$ cat src/rtl/bcd_7seg_scan_4dig.sv
// Purpose: multiplexed 4-digit common-anode 7-seg driver with shadowed BCD, dead time, zero blanking, err flag.
// Latency: outputs are registered, 1 cycle behind the scan state and shadow; err 1 cycle behind shadow.
// Backpressure: none; load is a free-running capture strobe, en freezes the scan and darkens the display.
module bcd_7seg_scan_4dig #(
    parameter int PRESCALE   = 50000,
    parameter int DEAD       = 4,
    parameter int BLANK_LEAD = 1
) (
    input  logic        clk,
    input  logic        rst_n,
    input  logic [15:0] bcd,
    input  logic        load,
    input  logic        en,
    input  logic [3:0]  dp_in,
    output logic [3:0]  an,
    output logic [6:0]  seg,
    output logic        dp,
    output logic        err
);

    localparam int            CW      = $clog2(PRESCALE);
    localparam logic [CW-1:0] CNT_MAX = CW'(PRESCALE - 1);

    logic [15:0]   shadow_q, shadow_d;
    logic [CW-1:0] cnt_q, cnt_d;
    logic [1:0]    dig_q, dig_d;
    logic [3:0]    an_q, an_d;
    logic [6:0]    seg_q, seg_d;
    logic          dp_q, dp_d;
    logic          err_q, err_d;

    logic [3:0]    nib;
    logic          upper_zero;
    logic          dark;

    // Active-low segment code {g,f,e,d,c,b,a}; anything above 9 renders 'E'.
    function automatic logic [6:0] seg_code(input logic [3:0] n);
        logic [6:0] c;
        case (n)
            4'd0:    c = 7'b1000000;
            4'd1:    c = 7'b1111001;
            4'd2:    c = 7'b0100100;
            4'd3:    c = 7'b0110000;
            4'd4:    c = 7'b0011001;
            4'd5:    c = 7'b0010010;
            4'd6:    c = 7'b0000010;
            4'd7:    c = 7'b1111000;
            4'd8:    c = 7'b0000000;
            4'd9:    c = 7'b0010000;
            default: c = 7'b0000110;
        endcase
        return c;
    endfunction

    // Next-state for shadow, scan counters, error flag and the registered display outputs.
    always_comb begin
        shadow_d = load ? bcd : shadow_q;

        cnt_d = cnt_q;
        dig_d = dig_q;
        if (en) begin
            if (cnt_q == CNT_MAX) begin
                cnt_d = '0;
                dig_d = dig_q + 2'd1;
            end else begin
                cnt_d = cnt_q + 1'b1;
            end
        end

        err_d = (shadow_q[15:12] > 4'd9) || (shadow_q[11:8] > 4'd9) ||
                (shadow_q[7:4]   > 4'd9) || (shadow_q[3:0]  > 4'd9);

        nib = shadow_q[{dig_q, 2'b00} +: 4];

        // Digit 0 is never a leading zero, so "0" still shows for an all-zero word.
        case (dig_q)
            2'd1:    upper_zero = (shadow_q[15:8] == 8'h00);
            2'd2:    upper_zero = (shadow_q[15:12] == 4'h0);
            2'd3:    upper_zero = 1'b1;
            default: upper_zero = 1'b0;
        endcase

        // Anodes stay off for the first DEAD cycles of each slot to hide segment transitions.
        dark = !en || (32'(cnt_q) < DEAD);

        an_d  = 4'b1111;
        seg_d = 7'h7F;
        dp_d  = 1'b1;
        if (!dark) begin
            an_d = ~(4'b0001 << dig_q);
            dp_d = ~dp_in[dig_q];
            if ((BLANK_LEAD != 0) && upper_zero && (nib == 4'd0)) begin
                seg_d = 7'h7F;
            end else begin
                seg_d = seg_code(nib);
            end
        end
    end

    // State and output registers; reset darkens the display without waiting for a clock.
    always_ff @(posedge clk or negedge rst_n) begin
        if (!rst_n) begin
            shadow_q <= '0;
            cnt_q    <= '0;
            dig_q    <= '0;
            an_q     <= 4'b1111;
            seg_q    <= 7'h7F;
            dp_q     <= 1'b1;
            err_q    <= 1'b0;
        end else begin
            shadow_q <= shadow_d;
            cnt_q    <= cnt_d;
            dig_q    <= dig_d;
            an_q     <= an_d;
            seg_q    <= seg_d;
            dp_q     <= dp_d;
            err_q    <= err_d;
        end
    end

    assign an  = an_q;
    assign seg = seg_q;
    assign dp  = dp_q;
    assign err = err_q;

endmodule

$ cat config.mk
export PLATFORM = sky130hd
export DESIGN_NAME = bcd_7seg_scan_4dig
export DESIGN_NICKNAME = d
export VERILOG_FILES = /design/src/rtl/bcd_7seg_scan_4dig.sv
export SDC_FILE = /design/constraint.sdc
export NUM_CORES = 1
export LEC_CHECK = 0
export ABC_CLOCK_PERIOD_IN_PS = 2500
export CAP_MARGIN = 30
export CELL_PAD_IN_SITES_DETAIL_PLACEMENT = 2
export CELL_PAD_IN_SITES_GLOBAL_PLACEMENT = 2
export CORE_ASPECT_RATIO = 1.5
export CORE_MARGIN = 2
export CORE_UTILIZATION = 35
export CTS_CLUSTER_SIZE = 20
export DETAILED_ROUTE_END_ITERATION = 16
export PLACE_DENSITY = 0.82
export SYNTH_ARGS = -nofsm -noshare
export SYNTH_HDL_FRONTEND = slang
export SYNTH_SLANG_ARGS = --single-unit
export TNS_END_PERCENT = 50
$ cat constraint.sdc
create_clock -name clk -period 2.5 [get_ports clk]
set_input_delay 0.25 -clock clk [delete_from_list [all_inputs] [get_ports clk]]
set_output_delay 0.25 -clock clk [all_outputs]
set_load 0.01 [all_outputs]
==> results.toml, run 1 <==
[run_status]
outcome = "finished, final reports clean"

[critical_path]
cp_data_arrival_time_ps = 2560
critPathMaxFanout = 7
crit_path_max_incr_delay_ps = 570
regToRegStartpoint = "dig_q[0]"
startpoint_type = "flip-flop"
slowest_stage = "mux4_2"
crit_start = "dig_q[0]"
crit_type = "flip-flop to flip-flop"
crit_chain = "mux4_2, inv_1, ha_1, nor2b_1, o21ai_0, o41a_2, o311ai_1"
worst_ep_required_time_ps = 2680
critPathCaptureType = "flip-flop"

[pwr]
total_power_uw = 1840
leakage_uw = 0.00126
ir_worst_vdd_mv = 0.440
p_per_area_mw_per_mm2 = 627

[placed_design]
place_ws_ps = 17.3
placed_cells = 303
port_buffers = 36
gp_congestion = 0.764
hpwl_um = 4150

[timing]
finalWorstSetupSlack_ps = 124
holdWs_ps = 304
skew_ps = 10.1
rsz0062_at_grt = "false"
worst_slew_pin_slew_ps = 368
timing.fmax_mhz = 421
setup_viol = 0
relSlewSlack = 0.753
period_share = 0.951
drv_slew = 0
hold_viol = 0
setup_tns_ps = 0
timing.final.crit_period_ps = 2380

[synth]
async_reset_ff_frac = 1.00
syn-num-nets = 223
ys_warn_count = 0
synth_area_mm2 = 0.00228
ys_seq_area_frac = 0.521
ys_ff_latch = 47
syn_avg_cell_area_um2 = 12.2
synthCells = 188
synth_ff_type = "dfrtp_1"
synth_edf_count = 0
synth_cell_types = 41

[global_routing]
grt_util_all_layers = 0.163
grt_pass1_wl_um = 9180
grt_overflow = 0
grt_pass1_vias = 1783
grt_max_degree = 44
antenna_found_initial = 0

[cts]
max-clock-path-buffers = 2
root_buffer = "clkbuf_8"
numCtsBuffers = 5
htree_levels = 2
cts_num_sinks = 47
path_clk_slew_ps = 90
clkLatencyLatePin_ps = 300
cts_tree = "done"

[routing]
wl_um = 5490
antenna_left = 0
drtIter0Drc = 41
vias = 1644
drt-pass1-iter-count = 4
wl_per_cell_um = 17.4
drc = 0
via_per_inst = 5.20

[final_layout]
fin_cells = 316
drive_above_1_share = 0.263
fillCellCount = 661
antenna_cells = 0
area_growth_syn_to_layout_pct = 28.6
seq_area_mm2 = 0.00119
multi_input_area_mm2 = 0.00102
nets = 274

[die]
die-area_mm2 = 0.00720
die_h_um = 103
ios = 37
rows = 36
start_util = 0.357
core_mm2 = 0.00640
fp.dieW_um = 70.0

[run]
max-cap-violations = 0

[hold_path]
hold_path.class = "input port to async pin"
## timing repair
action | 4_1_cts | 5_1_grt
hold buffers | 0 | 1
setup buffers | 0 | 3
hold endpoints to repair | 0 | 35
endpoints found under the setup margin | 1 | 6
resized for setup | 1 | 1
## per-stage QoR
step	utilization	cell area [um2]
3_3_place_gp	0.433	2770
3_5_place_dp	0.433	2770
4_1_cts	0.451	2890
5_1_grt	0.459	2940
2_1_floorplan	-	2280
6_report	0.459	2940
## layout make-up
| class | count | area share |
|---|---|---|
| multi-input combinational | 124 | 0.348 |
| sequential | 47 | 0.406 |
| clock inverter | 3 | 0.0149 |
| timing repair buffer | 50 | 0.162 |
| clock buffer | 5 | 0.0234 |
| tap | 76 | 0.0324 |
| inverter | 11 | 0.0141 |
## final timing paths
kind | to | slack [ps] | cells past startpoint
max reg2reg | seg[2] | 120 | 7
min | shadow_q[3] | 300 | 2
min in group clk | cnt_q[13] | 500 | 1
max | seg[2] | 120 | 7
min reg2reg | cnt_q[13] | 500 | 1
max in group asynchronous | seg[0] | 1550 | 4
## where the power goes
part / internal, uW / total, uW / switching, uW
registers: 855 / 947 / 92.2
clock network: 298 / 556 / 259
logic: 182 / 339 / 157
## critical path: cells and delay by family (launching register included)
family	cells	cell delay (ps)
flip-flops	1	430
adder cells (fa/ha/maj)	1	190
buffers and inverters	1	140
AND/OR/NAND/NOR	1	140
multiplexers	1	570
AO/OA/AOI/OAI	3	800
## state kept, by name (all words and copies together) (netlist names)
name / flops
dig_q: 2
seg: 7
err: 1
dp: 1
cnt_q: 16
an: 4
shadow_q: 16
## cells by family (layout without fill, tap and decap cells)
group                      Yosys count  count (layout)  synth area share
and+or+nand+nor                     52              52             0.128
xor gates and xnor gates            13              13            0.0498
adders and majority gates           11              11            0.0602
buffers and inverters               17              69            0.0318
AOI/OAI and AO/OA                   24              24            0.0657
muxes                               24              24             0.143
DFF                                 47              47             0.521
## cells in the mapped netlist (3+ instances only)
library cell | instances | area [um2]
xor2_1 | 5 | 43.8
nand4_1 | 6 | 37.5
inv_1 | 11 | 41.3
nand2_1 | 10 | 37.5
nor4_1 | 3 | 18.8
mux2_2 | 17 | 191
nor2_1 | 10 | 37.5
ha_1 | 11 | 138
dfrtp_1 | 35 | 876
o21ai_0 | 13 | 65.1
mux4_2 | 4 | 90.1
dfstp_2 | 12 | 315
nand3_1 | 8 | 40.0
xnor2_1 | 8 | 70.1
a21oi_1 | 3 | 15.0
clkbuf_1 | 3 | 11.3
## layer usage
metal  share of wire  track usage  vias up
li1                -            -      767
met1            0.43        0.203      842
met2            0.54        0.292       30
met3           0.019       0.0235        5
met4           0.016       0.0577        0
met5               0            0        -
## cells in the final DEF (no fill, tap or decap), types with 4 or more instances in the layout
| cell type | n |
|---|---|
| clkbuf_8 | 5 |
| mux2_2 | 17 |
| nand4_1 | 6 |
| xnor2_1 | 8 |
| o21ai_0 | 13 |
| ha_1 | 11 |
| dfstp_2 | 12 |
| dfrtp_1 | 34 |
| mux4_2 | 4 |
| buf_4 | 12 |
| inv_1 | 10 |
| clkdlybuf4s50_1 | 35 |
| xor2_1 | 5 |
| nand2_1 | 10 |
| nand3_1 | 8 |
| nor2_1 | 10 |
(Power assumes the default switching activity.)
==> run 2, diff against run 1 <==
--- a/config.mk
+++ b/config.mk
@@ -15,6 +15,7 @@
 export CTS_CLUSTER_SIZE = 20
 export DETAILED_ROUTE_END_ITERATION = 16
 export PLACE_DENSITY = 0.82
+export SKIP_CTS_REPAIR_TIMING = 1
 export SYNTH_ARGS = -nofsm -noshare
 export SYNTH_HDL_FRONTEND = slang
 export SYNTH_SLANG_ARGS = --single-unit
==> run 2 against run 1 <==
Net effect: worst hold slack lost 17 ps; total power grew 0.26%; clock power grew 1%; combinational power is essentially flat; sequential power is essentially flat; wire length shrank 0.44%; register-to-register slack lost 30 ps; cell area shrank 0.51%; clock-buffer cell count is the same; non-clock buffer count shrank 2; highest routed layer unchanged.
==> results.toml, run 2 (synthesis gave the netlist of run 1 again) <==
[critical_path]
critPathMaxFanout = 7
critPathCaptureType = "flip-flop"
crit_type = "flip-flop to flip-flop"
startpoint_type = "flip-flop"
cp_data_arrival_time_ps = 2590
worst_ep_required_time_ps = 2680

[pwr]
p_int_uw = 1330
pwr-share-seq = 0.512
leakage_uw = 0.00126
power_switching_uw = 513
switching_share = 0.278
total_power_uw = 1850
ir_worst_vdd_mv = 0.438
p_per_area_mw_per_mm2 = 632
combinationalPowerShare = 0.184
clock_power_share = 0.304

[die]
ios = 37
start_util = 0.357
rows = 36
die_h_um = 103
core_mm2 = 0.00640
die-area_mm2 = 0.00720
fp.dieW_um = 70.0

[run_status]
outcome = "finished, final reports clean"

[final_layout]
finish.utilization = 0.457
drive_above_1_share = 0.256
area_growth_syn_to_layout_pct = 27.9
fillCellCount = 660
antenna_cells = 0
nets = 272
layout_common_cells = "clkdlybuf4s50_1, dfrtp_1, mux2_2"
fin_cells = 314
layout_commonest_cell = "clkdlybuf4s50_1"

[cts]
max-clock-path-buffers = 2
path_clk_slew_ps = 100
htree_levels = 2
numCtsBuffers = 5
clkLatencyLatePin_ps = 300
cts_tree = "done"
root_buffer = "clkbuf_8"
cts_num_sinks = 47

[routing]
wl_um = 5460
drt-pass1-iter-count = 4
antenna_left = 0
wl_per_cell_um = 17.4
drc = 0
drtIter0Drc = 36
vias = 1631
via_per_inst = 5.19

[timing]
hold_viol = 0
period_share = 0.964
skew_ps = 14.4
drv_slew = 0
timing.final.crit_period_ps = 2410
timing.fmax_mhz = 415
relSlewSlack = 0.759
setup_viol = 0
worst_slew_pin_slew_ps = 358

[placed_design]
hpwl_um = 4150
placed_cells = 303
port_buffers = 36
gp_congestion = 0.764

[global_routing]
grt_util_all_layers = 0.164
grt_pass1_wl_um = 9210
antenna_found_initial = 0
grt_overflow = 0
grt_max_degree = 44
grt_pass1_vias = 1791

[hold_path]
hold_path.class = "input port to async pin"

[run]
max-cap-violations = 0
## run 2: cell types whose count changed in the layout (fill, tap and decap cells not counted)
cell / delta
buf_4: -2
## run 2: metal layers
layer	track usage	part of all wire	vias up
met4	0.0577	0.016	0
li1	-	-	763
met2	0.291	0.54	30
met3	0.0235	0.020	5
met5	0	0	-
met1	0.204	0.42	833
## run 2: layout make-up
cell class | count | area [um2] | share of cell area
sequential | 47 | 1190 | 0.408
multi-input combinational | 124 | 1020 | 0.349
timing repair buffer | 48 | 460 | 0.158
tap | 76 | 95.1 | 0.0325
clock buffer | 5 | 68.8 | 0.0235
clock inverter | 3 | 43.8 | 0.0150
inverter | 11 | 41.3 | 0.0141
## run 2: path summary, 6_finish.rpt
kind | depth (start not counted) | start | slack, ps | endpoint
worst max-delay path | 7 | dig_q[0] | 90 | seg[2]
worst min-delay path | 2 | rst_n | 290 | shadow_q[5]
worst max register to register | 7 | dig_q[0] | 90 | seg[2]
worst min register to register | 1 | cnt_q[13] | 500 | cnt_q[13]
max in group asynchronous | 4 | rst_n | 1560 | seg[0]
min in group clk | 1 | cnt_q[13] | 500 | cnt_q[13]
## run 2: worst max-delay path, cell delays in order, from the launching register on
cell,delay (ps)
dfrtp_2,450
mux4_2,570
inv_1,140
ha_1,190
nor2b_1,140
o21ai_0,110
o41a_2,550
o311ai_1,140
## run 2: through the flow
stage | area, um2 | worst slack, ps | TNS (ps) | hold WS [ps]
floorplan | 2280 | 231 | 0 | -45.6
global placement | 2770 | 218 | 0 | 448
detailed placement | 2770 | 17.3 | 0 | 470
CTS | 2880 | -31.4 | -31.4 | 125
global route | 2920 | -5.04 | -5.04 | 281
finish | 2920 | 89.2 | 0 | 287
## run 2: power by group through the flow
stage / Sequential [uW] / Clock (uW) / Combinational, uW
floorplan: 937 / 0 / 190
global placement: 952 / 0 / 317
detailed placement: 962 / 0 / 332
CTS: 947 / 574 / 339
global route: 962 / 606 / 378
finish: 946 / 562 / 340
